`config.mk`:
```
export PLATFORM = sky130hd
export DESIGN_NAME = store_exec_unit
export DESIGN_NICKNAME = d
export VERILOG_FILES = /design/src/rtl/store_exec_unit.sv
export SDC_FILE = /design/constraint.sdc
export NUM_CORES = 1
export LEC_CHECK = 0
export ABC_AREA = 1
export CORE_MARGIN = 3
export CORE_UTILIZATION = 35
export DETAILED_ROUTE_END_ITERATION = 10
export GPL_ROUTABILITY_DRIVEN = 0
export GPL_TIMING_DRIVEN = 1
export PLACE_DENSITY = 0.58
export SLEW_MARGIN = 20
export SYNTH_ARGS = -nofsm -noshare
export SYNTH_HDL_FRONTEND = slang
export SYNTH_SLANG_ARGS = --single-unit
```
`constraint.sdc`:
```
create_clock -name clk -period 15.5 [get_ports clk]
set_clock_uncertainty 0.05 [all_clocks]
set_input_delay 3.1 -clock clk [delete_from_list [all_inputs] [get_ports clk]]
set_output_delay 3.1 -clock clk [all_outputs]
set_load 0.02 [all_outputs]
```
`src/rtl/store_exec_unit.sv`:
```
// store_exec_unit: multi-cycle store sequencer (effective address, byte-lane steering, held write request).
// Optional REQ-phase timeout abort is built when STORE_TIMEOUT_EN is defined.
module store_exec_unit #(
  parameter int unsigned TIMEOUT_CYCLES = 15
) (
  input  logic        clk,
  input  logic        rst,
  input  logic        start,
  input  logic [5:0]  opcode,
  input  logic [31:0] base,
  input  logic [31:0] store_data,
  input  logic [15:0] imm,
  input  logic        mem_ack,
  output logic        busy,
  output logic        done,
  output logic        err,
  output logic        mem_write,
  output logic [31:0] mem_addr,
  output logic [31:0] mem_wdata,
  output logic [3:0]  mem_be
);

  localparam int unsigned AW   = 32;
  localparam int unsigned DW   = 32;
  localparam int unsigned BEW  = 4;
  localparam int unsigned OPW  = 6;
  localparam int unsigned IMMW = 16;
  localparam int unsigned CNTW = 8;

  localparam logic [OPW-1:0] OP_SW = 6'b101011;
  localparam logic [OPW-1:0] OP_SH = 6'b101001;
  localparam logic [OPW-1:0] OP_SB = 6'b101000;

  typedef enum logic [1:0] {IDLE, CALC, REQ, DONE} state_e;

  state_e          state_q, state_d;
  logic [OPW-1:0]  op_q, op_d;
  logic [AW-1:0]   base_q, base_d;
  logic [DW-1:0]   sdata_q, sdata_d;
  logic [IMMW-1:0] imm_q, imm_d;
  logic [AW-1:0]   addr_q, addr_d;
  logic [DW-1:0]   wdata_q, wdata_d;
  logic [BEW-1:0]  be_q, be_d;
  logic            done_q, done_d;
  logic            err_q, err_d;
  logic            wr_q, wr_d;

  logic            is_store_c;
  logic [AW-1:0]   ea_c;
  logic [BEW-1:0]  be_c;
  logic [DW-1:0]   wdata_c;
  logic            misaligned_c;

  assign is_store_c = (opcode == OP_SW) || (opcode == OP_SH) || (opcode == OP_SB);
  assign ea_c       = base_q + {{(AW-IMMW){imm_q[IMMW-1]}}, imm_q};

`ifdef STORE_TIMEOUT_EN
  logic [CNTW-1:0] cnt_q, cnt_d;
  logic            timeout_c;

  // Fires on the REQ cycle that would make TIMEOUT_CYCLES unacknowledged write cycles.
  assign timeout_c = (cnt_q == CNTW'(TIMEOUT_CYCLES - 1));
`else
  logic unused_timeout_cfg;
  assign unused_timeout_cfg = ^CNTW'(TIMEOUT_CYCLES);
`endif

  // Byte-lane steering and alignment check from the latched operands.
  always_comb begin : lane_steer
    be_c         = '0;
    wdata_c      = sdata_q;
    misaligned_c = 1'b0;
    case (op_q)
      OP_SW: begin
        be_c         = 4'b1111;
        misaligned_c = (ea_c[1:0] != 2'b00);
      end
      OP_SH: begin
        be_c         = ea_c[1] ? 4'b1100 : 4'b0011;
        wdata_c      = {2{sdata_q[15:0]}};
        misaligned_c = ea_c[0];
      end
      OP_SB: begin
        be_c    = 4'b0001 << ea_c[1:0];
        wdata_c = {4{sdata_q[7:0]}};
      end
      default: ;
    endcase
  end

  always_comb begin : fsm_next
    state_d = state_q;
    op_d    = op_q;
    base_d  = base_q;
    sdata_d = sdata_q;
    imm_d   = imm_q;
    addr_d  = addr_q;
    wdata_d = wdata_q;
    be_d    = be_q;
    done_d  = 1'b0;
    err_d   = err_q;
    wr_d    = wr_q;
`ifdef STORE_TIMEOUT_EN
    cnt_d   = cnt_q;
`endif
    case (state_q)
      IDLE: begin
        if (start && is_store_c) begin
          op_d    = opcode;
          base_d  = base;
          sdata_d = store_data;
          imm_d   = imm;
          state_d = CALC;
        end
      end
      CALC: begin
        addr_d  = ea_c;
        wdata_d = wdata_c;
        be_d    = be_c;
        if (misaligned_c) begin
          state_d = DONE;
          done_d  = 1'b1;
          err_d   = 1'b1;
        end else begin
          state_d = REQ;
          wr_d    = 1'b1;
`ifdef STORE_TIMEOUT_EN
          cnt_d   = '0;
`endif
        end
      end
      REQ: begin
        if (mem_ack) begin
          state_d = DONE;
          done_d  = 1'b1;
          err_d   = 1'b0;
          wr_d    = 1'b0;
        end
`ifdef STORE_TIMEOUT_EN
        else if (timeout_c) begin
          state_d = DONE;
          done_d  = 1'b1;
          err_d   = 1'b1;
          wr_d    = 1'b0;
        end else begin
          cnt_d = cnt_q + CNTW'(1);
        end
`endif
      end
      DONE: state_d = IDLE;
      default: state_d = IDLE;
    endcase
  end

  always_ff @(posedge clk or posedge rst) begin : fsm_regs
    if (rst) begin
      state_q <= IDLE;
      op_q    <= '0;
      base_q  <= '0;
      sdata_q <= '0;
      imm_q   <= '0;
      addr_q  <= '0;
      wdata_q <= '0;
      be_q    <= '0;
      done_q  <= 1'b0;
      err_q   <= 1'b0;
      wr_q    <= 1'b0;
    end else begin
      state_q <= state_d;
      op_q    <= op_d;
      base_q  <= base_d;
      sdata_q <= sdata_d;
      imm_q   <= imm_d;
      addr_q  <= addr_d;
      wdata_q <= wdata_d;
      be_q    <= be_d;
      done_q  <= done_d;
      err_q   <= err_d;
      wr_q    <= wr_d;
    end
  end

`ifdef STORE_TIMEOUT_EN
  always_ff @(posedge clk or posedge rst) begin : timeout_cnt
    if (rst) cnt_q <= '0;
    else     cnt_q <= cnt_d;
  end
`endif

  assign busy      = (state_q != IDLE);
  assign done      = done_q;
  assign err       = err_q;
  assign mem_write = wr_q;
  assign mem_addr  = addr_q;
  assign mem_wdata = wdata_q;
  assign mem_be    = be_q;

endmodule

```
[Yosys cells after proc, flatten, opt, wreduce, memory -nomap -nowiden]
Cells that the tools add are included.
Storage, ports and cells
  register bits: 159
  output and inout port bits: 72
  word-level logic and storage cells: 53
Operators by class
  $add $sub $neg: 1
  eq/ne operators: 13
  shifts and indexed selects: 1
  muxes and demuxes: 16
  reduce and logical (&&, ||, !) cells: 11
Operators by type and width (number)
  $pmux 32 s2: 1
  $eq 6x6->1 const B: 6
  $add 32x32->32: 1
  $pmux 4 s3: 1
  $ne 2x2->1 const B: 4
  $pmux 1 s2: 4
  $pmux 2 s4: 1
  $mux 1: 6
  $reduce_and 3->1: 2
  $reduce_bool 2->1: 3
  $eq 2x2->1 const B: 2
  $mux 2: 2
  $mux 4: 1
  $reduce_and 2->1: 2
  $shl 1x2->4 const A: 1
  $eq 2x1->1 const B: 1
  $logic_not 2->1: 1
  $logic_or 1x1->1: 2
  $logic_and 1x1->1: 1

[Depth between registers and ports, before layout]
Gate-level depths: netlist of the first run.
  depth in word-level cells: 6
  gate-level depth with buffers: 14
  depth with buffers taken out: 14

[Least setup slack after synthesis of the first run]
Ideal clock, no wire load.
  kind: in2reg
  start: input port opcode[0]
  end: register imm_q[15]
  arrival: 4060 ps
  data required time: 15322 ps
  path slack: 11262 ps
  stages on the path: 5
  cells stage by stage: inv_1 -> a211oi_2 -> nand3_4 -> buf_6 -> mux2_1
Between the ends
  longest elaborated chain between the ends: 5
  elaborated cells between the ends (all ways): 7
RTL lines
  start: declaration: RTL line 9  | input logic [5:0] opcode,
  $eq 6x6->1: RTL line 54  | assign is_store_c = (opcode == OP_SW) || (opcode == OP_SH) || (opcode == OP_SB);
  $logic_or 1x1->1: RTL line 54
  $logic_or 1x1->1 *: RTL line 54
  $logic_and 1x1->1 *: RTL line 108  | if (start && is_store_c) begin
  $reduce_and 2->1 (no line) *
  end signal: assignment: RTL line 173  | imm_q <= imm_d;
  end: declaration: RTL line 40  | logic [IMMW-1:0] imm_q, imm_d;
Mark *: on every way between the ends. The rest lies on a longest branch, timed or not.
A chain may end at the register's enable or synchronous reset.

[Worst setup path after layout of the first run]
  start: input port opcode[0]
  end: register sdata_q[31]
Between the ends
  longest elaborated chain between the ends: 5
  elaborated cells between the ends (all ways): 7
RTL lines
  $eq 6x6->1: RTL line 54
  $logic_or 1x1->1: RTL line 54
  $logic_or 1x1->1 *: RTL line 54
  $logic_and 1x1->1 *: RTL line 108
  $reduce_and 2->1 (no line) *
  end signal: assignment: RTL line 172  | sdata_q <= sdata_d;
  end: declaration: RTL line 39  | logic [DW-1:0] sdata_q, sdata_d;
Marked as above.

==> metrics, run 1 <==
status=finished clean; H-tree Lvls=4; hold_buf cts=0; FP Rows=57; Crit Path Category=input port to flip-flop; largest net degree at the start of global routing=85; number of port buffers=161; Final period util=33.4%; top-area cell type share of the netlist area=45.7%; Hold Crit Class=flip-flop to flip-flop; post-synthesis cell count=1061; most common cell in the netlist=nand2_1; crit-path max FO=between 50 and 60; final WL=22600 µm; DRT Pass-1 Iters=5; Yosys reg bits=159; Nets=around 1300; crit path launch=opcode[0]; Worst EP arrival=5.44 ns; Worst path top cell family by delay=buffers and inverters; peak supply drop=0.0681 mV; CP Capture Type=flip-flop; critical path buffer and inverter count=3; Post-Place Cells=1523; clk buf depth=2; CP peak stage delay=between 0.5 and 0.6 ns; slew margin rel.=about 48%; Synth cell types=35; Fmax=0.193 GHz; Netlist Area Pre-Place=8700 µm²; via count=7219; Post-synth EDFFs=0; CTS tree=done; DP Worst Slack=roughly 9.8 ns; final routed DRC violation total=0; max-slew violations=0; worst skew pair latency=0.44 ns; top post-synthesis cells by area=dfrtp_1 (46%), nand2_1 (15%), mux2_2 (8.0%), inv_1 (6.6%), ha_1 (5.0%); Core Util, Final=between 40% and 50%; hpwl dp=roughly 17000 µm; Final Hold Viols=0; Pwr Density=181 nW/µm²; n_diodes=0; postcts setup bufs=0; Synth Flop Type=dfrtp_1; number of global-route vias before repair=7254; Die W=roughly 160 µm; Avg Cell Area, Syn=about 8.2 µm²; vias per cell=4.64; sequential share of the synthesized area=45.7%; Post-Syn Nets=1187; RSZ-0062 raised after global routing=false; layout cells sized above 1=9.26%; Worst Hold Slack=0.414 ns; Tmin final=5.17 ns; Post-CTS Resized=0; Final WS setup=10.33 ns; Setup-failing EPs final=0; Finished Layout Cells=about 1600; Die Area=26800 µm²; Top Ports=162; first-pass GRT wire length=37300 µm; CORE AREA=24400 µm²; total global routing track utilization=17.5%; Synth top cells by count=nand2_1 (341), dfrtp_1 (159), inv_1 (153); Root Driver=clkbuf_16; LEAKAGE=5.78 nW; max_cap viols=0; Critical Path Source Type=input port; Initial Util=35.7%; critical path cell sequence=clkdlybuf4s50_1 > inv_1 > a211oi_2 > nand3_4 > buf_4 > mux2_1; initial antenna violation count=0; Worst-path clk slew=around 0.070 ns; post-route ant nets=0; Worst path slowest cell=buf_4; wire per inst=14.6 µm; gr ovfl total=0; post-synthesis async set-or-reset flop share=100%; Clock Sinks=around 160; Fillers=2447; Worst Tran Pin Value=0.774 ns; Yosys warning count=0; Area Overhead vs Synth=29.0%; Die Ht=164 µm; required time worst endpoint=15.77 ns; DRT iter0 DRCs=around 430; worst min-delay path startpoint=op_q[5]$_DFFE_PP0P_; Num CTS Buffers=17; setup tns final=0 ns; R2R Path Start=state_q[1]$_DFFE_PP0P_; cell taking the most area after synthesis=dfrtp_1
routing by layer:
metal  global-route usage [%]  up-vias  routed length (µm)
met3                     3.73       23                1080
li1                         -     3678                   -
met5                        0        -                   0
met4                     5.11        0                 405
met1                     24.8     3366               11100
met2                     27.1      152               10000
worst paths after layout:
check,end,slack [ns],depth (start not counted)
worst max-delay path,sdata_q[31]$_DFFE_PP0P_,10.33,6
worst min-delay path,op_q[5]$_DFFE_PP0P_,0.41,2
worst max register to register,done$_DFF_PP0_,12.60,11
worst min register to register,op_q[5]$_DFFE_PP0P_,0.41,2
max in group asynchronous,mem_be[3]$_DFFE_PP0N_,11.03,3
min in group asynchronous,base_q[4]$_DFFE_PP0P_,3.08,2
cell type report:
cell class              instances  area [µm²]  area share, %
flip-flops and latches        159        3980           35.5
multi-input cells             720        3970           35.4
repair buffers                165        1650           14.7
inverters                     155         587           5.23
clock buffers                  17         425           3.79
well taps                     324         405           3.61
clock inverters                15         206           1.84
flip-flops by register name, summed over array words and instances, names as in the netlist:
register	flops
base_q	32
mem_addr	32
mem_wdata	32
sdata_q	32
imm_q	16
op_q	6
mem_be	4
state_q	2
done	1
err	1
mem_write	1
metrics by stage:
stage	power (mW)	instance area, µm²
3_3_place_gp	1.59	10600
6_report	2.03	11200
4_1_cts	2.05	11200
5_1_grt	2.19	11200
2_1_floorplan	1.26	8700
3_5_place_dp	1.60	10600
layout by cell type, fill, tap and decap left out, types with 4 or more instances in the layout:
cell | Yosys | final
nor2_1 | 63 | 63
nand3_1 | 50 | 50
a21oi_1 | 50 | 50
mux2_1 | 8 | 8
nand3b_1 | 4 | 4
dfrtp_1 | 159 | 159
clkdlybuf4s50_1 | 0 | 161
clkbuf_16 | 0 | 17
o22ai_1 | 8 | 8
o21ai_0 | 48 | 48
a31oi_1 | 4 | 4
o21ai_1 | 6 | 6
nand2_1 | 341 | 341
nand4_1 | 4 | 4
mux2_2 | 62 | 62
inv_1 | 153 | 151
xnor2_1 | 13 | 13
clkinv_8 | 0 | 8
a21o_1 | 5 | 5
ha_1 | 35 | 34
report_power, final:
part / total [mW] / switching, mW / internal, mW / leakage [nW]
clock network: 0.437 / 0.215 / 0.222 / 0.303
registers: 0.670 / 0.0993 / 0.571 / 2.02
logic: 0.918 / 0.532 / 0.386 / 3.46
kinds of logic after synthesis:
group,Yosys count,share of synthesized area [%]
AOI/OAI and AO/OA,125,7.68
adders and majority gates,36,5.26
DFF,159,45.7
xor gates and xnor gates,13,1.31
and+or+nand+nor,476,22.3
muxes,70,9.06
buffers and inverters,182,8.66
worst register-to-register path: stages (launching register included):
cell,delay [ns]
dfrtp_1,0.41
inv_1,0.12
ha_2,0.17
buf_4,0.51
inv_2,0.51
buf_4,0.42
a21oi_1,0.18
nand2_1,0.10
nand2_2,0.10
a21oi_1,0.04
or2_1,0.20
inv_1,0.05
Note: power is estimated with default switching activity, not from simulation.
==> run 2, diff against run 1 <==
clock period = 5.4 ns   (was 15.5 ns; I/O delays follow)
==> metrics, run 2 (synthesis gave the netlist of run 1 again) <==
status=finished clean; vias per cell=approximately 4.6; Worst Tran Pin Value=0.889 ns; setup tns final=0 ns; Fillers=2417; Setup-failing EPs final=0; logic gate share of total power=45.4%; CTS tree=done; Internal Power=3.38 mW; H-tree Lvls=4; worst skew pair latency=0.44 ns; Clock power frac=21.4%; sequential power share=33.1%; number of global-route vias before repair=7180; LEAKAGE=a little under 6 nW; gr ovfl total=0; DRT Pass-1 Iters=7; CORE AREA=24400 µm²; postcts setup bufs=0; max_cap viols=0; Die W=164 µm; Top Ports=162; hpwl dp=around 17000 µm; Fmax=0.329 GHz; layout cells sized above 1=around a tenth; Worst-path clk slew=0.07 ns; first-pass GRT wire length=37000 µm; Area Overhead vs Synth=28.9%; peak supply drop=~0.23 mV; Hold Crit Class=flip-flop to flip-flop; Worst EP arrival=3.32 ns; Worst Hold Slack=between 0.4 and 0.5 ns; most frequent cells in the layout=nand2_1 (341), clkdlybuf4s50_1 (161), dfrtp_1 (159); n_diodes=0; Pwr Density=around 520 nW/µm²; final routed DRC violation total=0; commonest non-fill, non-tap cell in the layout=nand2_1; slew margin rel.=40.7%; RSZ-0062 raised after global routing=false; crit-path max FO=53; Die Ht=164 µm; Clock Sinks=159; Root Driver=clkbuf_16; Final period util=56.3%; max-slew violations=0; required time worst endpoint=~5.7 ns; Num CTS Buffers=17; hold_buf cts=0; clk buf depth=2; Nets=between 1000 and 1500; number of port buffers=about 160; initial antenna violation count=0; Tmin final=3.04 ns; Critical Path Source Type=input port; total global routing track utilization=17.5%; final WL=22700 µm; largest net degree at the start of global routing=160; Crit Path Category=input port to flip-flop; Post-CTS Resized=0; Sw Ratio=41.7%; FP Rows=57; Final Hold Viols=0; CP Capture Type=flip-flop; switching power=between 2 and 2.5 mW; DRT iter0 DRCs=422; Initial Util=approximately 36%; Die Area=about 27000 µm²; via count=slightly above 7000; wire per inst=14.6 µm; post-route ant nets=0
## run 2: stage by stage
step / cell area [µm²] / utilization [%] / setup WS (ns) / total power [mW] / cells
2_1_floorplan: 8700 / - / 2.26 / 3.62 / 1061
3_3_place_gp: 10600 / 43.5 / 1.91 / 4.56 / 1524
3_5_place_dp: 10600 / 43.5 / 1.88 / 4.59 / 1524
4_1_cts: 11200 / 46.0 / 2.33 / 5.86 / 1556
5_1_grt: 11200 / 46.0 / 2.20 / 6.26 / 1556
6_report: 11200 / 46.0 / 2.36 / 5.80 / 1556
## run 2: critical path, stage by stage
cell             delay [ns]
clkdlybuf4s50_1        0.49
a211oi_2               0.11
nand3_4                0.06
buf_4                  0.52
buf_4                  0.59
mux2_2                 0.40
## run 2: layout make-up
| type | count | area, µm² | share of cell area (%) |
|---|---|---|---|
| sequential | 159 | 3980 | 35.5 |
| multi-input combinational | 720 | 3970 | 35.4 |
| timing repair buffer | 166 | 1660 | 14.8 |
| inverter | 155 | 586 | 5.22 |
| clock buffer | 17 | 425 | 3.79 |
| tap | 324 | 405 | 3.62 |
| clock inverter | 15 | 186 | 1.66 |
## run 2: worst paths after layout
| kind | slack [ns] | startpoint | end | depth (start not counted) |
|---|---|---|---|---|
| setup / recovery | 2.36 | opcode[1] | base_q[22]$_DFFE_PP0P_ | 6 |
| hold / removal | 0.42 | op_q[5]$_DFFE_PP0P_ | op_q[5]$_DFFE_PP0P_ | 2 |
| setup reg to reg | 2.83 | state_q[1]$_DFFE_PP0P_ | base_q[22]$_DFFE_PP0P_ | 6 |
| hold reg to reg | 0.42 | op_q[5]$_DFFE_PP0P_ | op_q[5]$_DFFE_PP0P_ | 2 |
| max in group asynchronous | 3.43 | rst | imm_q[15]$_DFFE_PP0P_ | 3 |
| min in group asynchronous | 1.18 | rst | err$_DFFE_PP0P_ | 3 |
## run 2: power groups by stage
| stage | Sequential [mW] | Combinational [mW] | Clock (mW) |
|---|---|---|---|
| floorplan | 2.11 | 1.52 | 0 |
| global placement | 1.94 | 2.61 | 0 |
| detailed placement | 1.95 | 2.65 | 0 |
| CTS | 1.93 | 2.66 | 1.28 |
| global route | 1.98 | 2.96 | 1.32 |
| finish | 1.92 | 2.63 | 1.24 |
## run 2: routing by layer
metal | GRT usage (%) | wire length, µm | vias up | share of wire (%)
li1 | - | - | 3686 | -
met1 | 24.7 | 11200 | 3333 | 49
met2 | 26.4 | 9860 | 169 | 43
met3 | 4.16 | 1240 | 33 | 5.4
met4 | 5.46 | 439 | 0 | 1.9
met5 | 0 | 0 | - | 0
==> run 3, diff against run 2 <==
PLACE_DENSITY = 0.6   (was 0.58)
clock period = 2.5 ns   (was 5.4 ns; I/O delays follow)
==> metrics, run 3 (synthesis gave the netlist of run 1 again) <==
status=finished clean; Post-Place Cells=about 1500; initial antenna violation count=0; Worst Reg-to-Reg Cells=10; largest net degree at the start of global routing=99; Die Area=between 20000 and 30000 µm²; CORE AREA=~24000 µm²; n_diodes=0; number of port buffers=~160; DP Worst Slack=0.195 ns; wire per inst=roughly 15 µm; Num CTS Buffers=17; final WL=23400 µm; Clock Sinks=159; Worst Hold Slack=approximately 0.35 ns; hold_buf cts=0; first-pass GRT wire length=37800 µm; CP Capture Type=output port; LEAKAGE=~5.8 nW; Reg area=roughly 4000 µm²; Pwr Density=approximately 1100 nW/µm²; Worst-path clk slew=~0.07 ns; global route hottest layer=met2; hpwl dp=17200 µm; Tmin final=roughly 2.4 ns; via count=7282; Finished Layout Cells=1558; max-slew violations=0; area of the multi-input gates=3970 µm²; clk buf depth=2; CP peak stage delay=0.60 ns; DRT Pass-1 Iters=5; Final WS setup=0.115 ns; Area Overhead vs Synth=29.7%; layout cells sized above 1=approximately a tenth; required time worst endpoint=1.95 ns; Root Driver=clkbuf_16; area post-placement=10700 µm²; Initial Util=35.7%; DRT iter0 DRCs=440; Overall Power=about 13 mW; FP Rows=57; Worst EP arrival=1.83 ns; crit-path max FO=4; most frequent cells in the layout=nand2_1 (341), clkdlybuf4s50_1 (161), dfrtp_1 (158); critical path cell sequence=inv_1 > ha_1 > inv_1 > clkdlybuf4s50_1; Critical Path Source Type=flip-flop; number of global-route vias before repair=7347; M2 GR Usage=28.6%; most used cell, CP=inv_1; GR Layer Usage met1=around a quarter; Post-CTS Resized=0; H-tree Lvls=4; Core Util, Final=46.3%; Worst Tran Pin Value=0.700 ns; worst skew pair latency=~0.43 ns; gr ovfl total=0; Final period util=95.4%; met3 usage=3.37%; Final Instance Area=11300 µm²; Die W=164 µm; vias per cell=4.67; CTS tree=done; RSZ-0062 raised after global routing=false; max_cap viols=0; postcts setup bufs=0; Top Ports=around 160; post-route ant nets=0; Die Ht=164 µm; Fillers=2441; Crit Path Category=flip-flop to output port; Worst path slowest cell=clkdlybuf4s50_1; setup slack, reg-to-reg=0.33 ns; commonest non-fill, non-tap cell in the layout=nand2_1; Setup-failing EPs final=0; Final Hold Viols=0; Hold Crit Class=input port to asynchronous set/reset pin; Fmax=about 0.42 GHz; Nets=1347; slew margin rel.=53.2%; peak supply drop=0.506 mV; final routed DRC violation total=0; setup tns final=0 ns; total global routing track utilization=17.9%
[run 3: changes by cell type in the layout (fill, tap and decap cells not counted), sizes merged]
cell | before | now
inv | 161 | 158
buf | 5 | 7
clkinv | 6 | 4
clkbuf | 17 | 20
bufinv | 0 | 2
[run 3: report_power, final]
part           switching, mW  internal [mW]
registers              0.636           3.54
logic                   3.35           2.46
clock network           1.15           1.58
[run 3: path summary, 6_finish.rpt]
check,startpoint,to
max in group asynchronous,rst,imm_q[15]$_DFFE_PP0P_
min in group clk,op_q[5]$_DFFE_PP0P_,op_q[5]$_DFFE_PP0P_
hold / removal,rst,mem_wdata[11]$_DFFE_PP0N_
setup reg to reg,imm_q[15]$_DFFE_PP0P_,mem_addr[19]$_DFFE_PP0N_
hold reg to reg,op_q[5]$_DFFE_PP0P_,op_q[5]$_DFFE_PP0P_
setup / recovery,state_q[1]$_DFFE_PP0P_,busy
[run 3: area by class of cell]
class	count	share of cell area, %
clock inverter	12	1.31
timing repair buffer	168	15.3
tap	324	3.59
inverter	155	5.19
multi-input combinational	720	35.2
clock buffer	20	4.14
sequential	159	35.3
[run 3: critical path, delay by kind of cell, from the launching register on]
kind	cells	cell delay [ns]
buffers and inverters	3	0.77
DFF	1	0.40
adders and majority gates	1	0.25
[run 3: routing by layer]
| metal | vias up | wire length (µm) |
|---|---|---|
| met5 | - | 0 |
| met4 | 0 | 372 |
| met3 | 18 | 1220 |
| met2 | 187 | 10600 |
| met1 | 3404 | 11200 |
| li1 | 3673 | - |
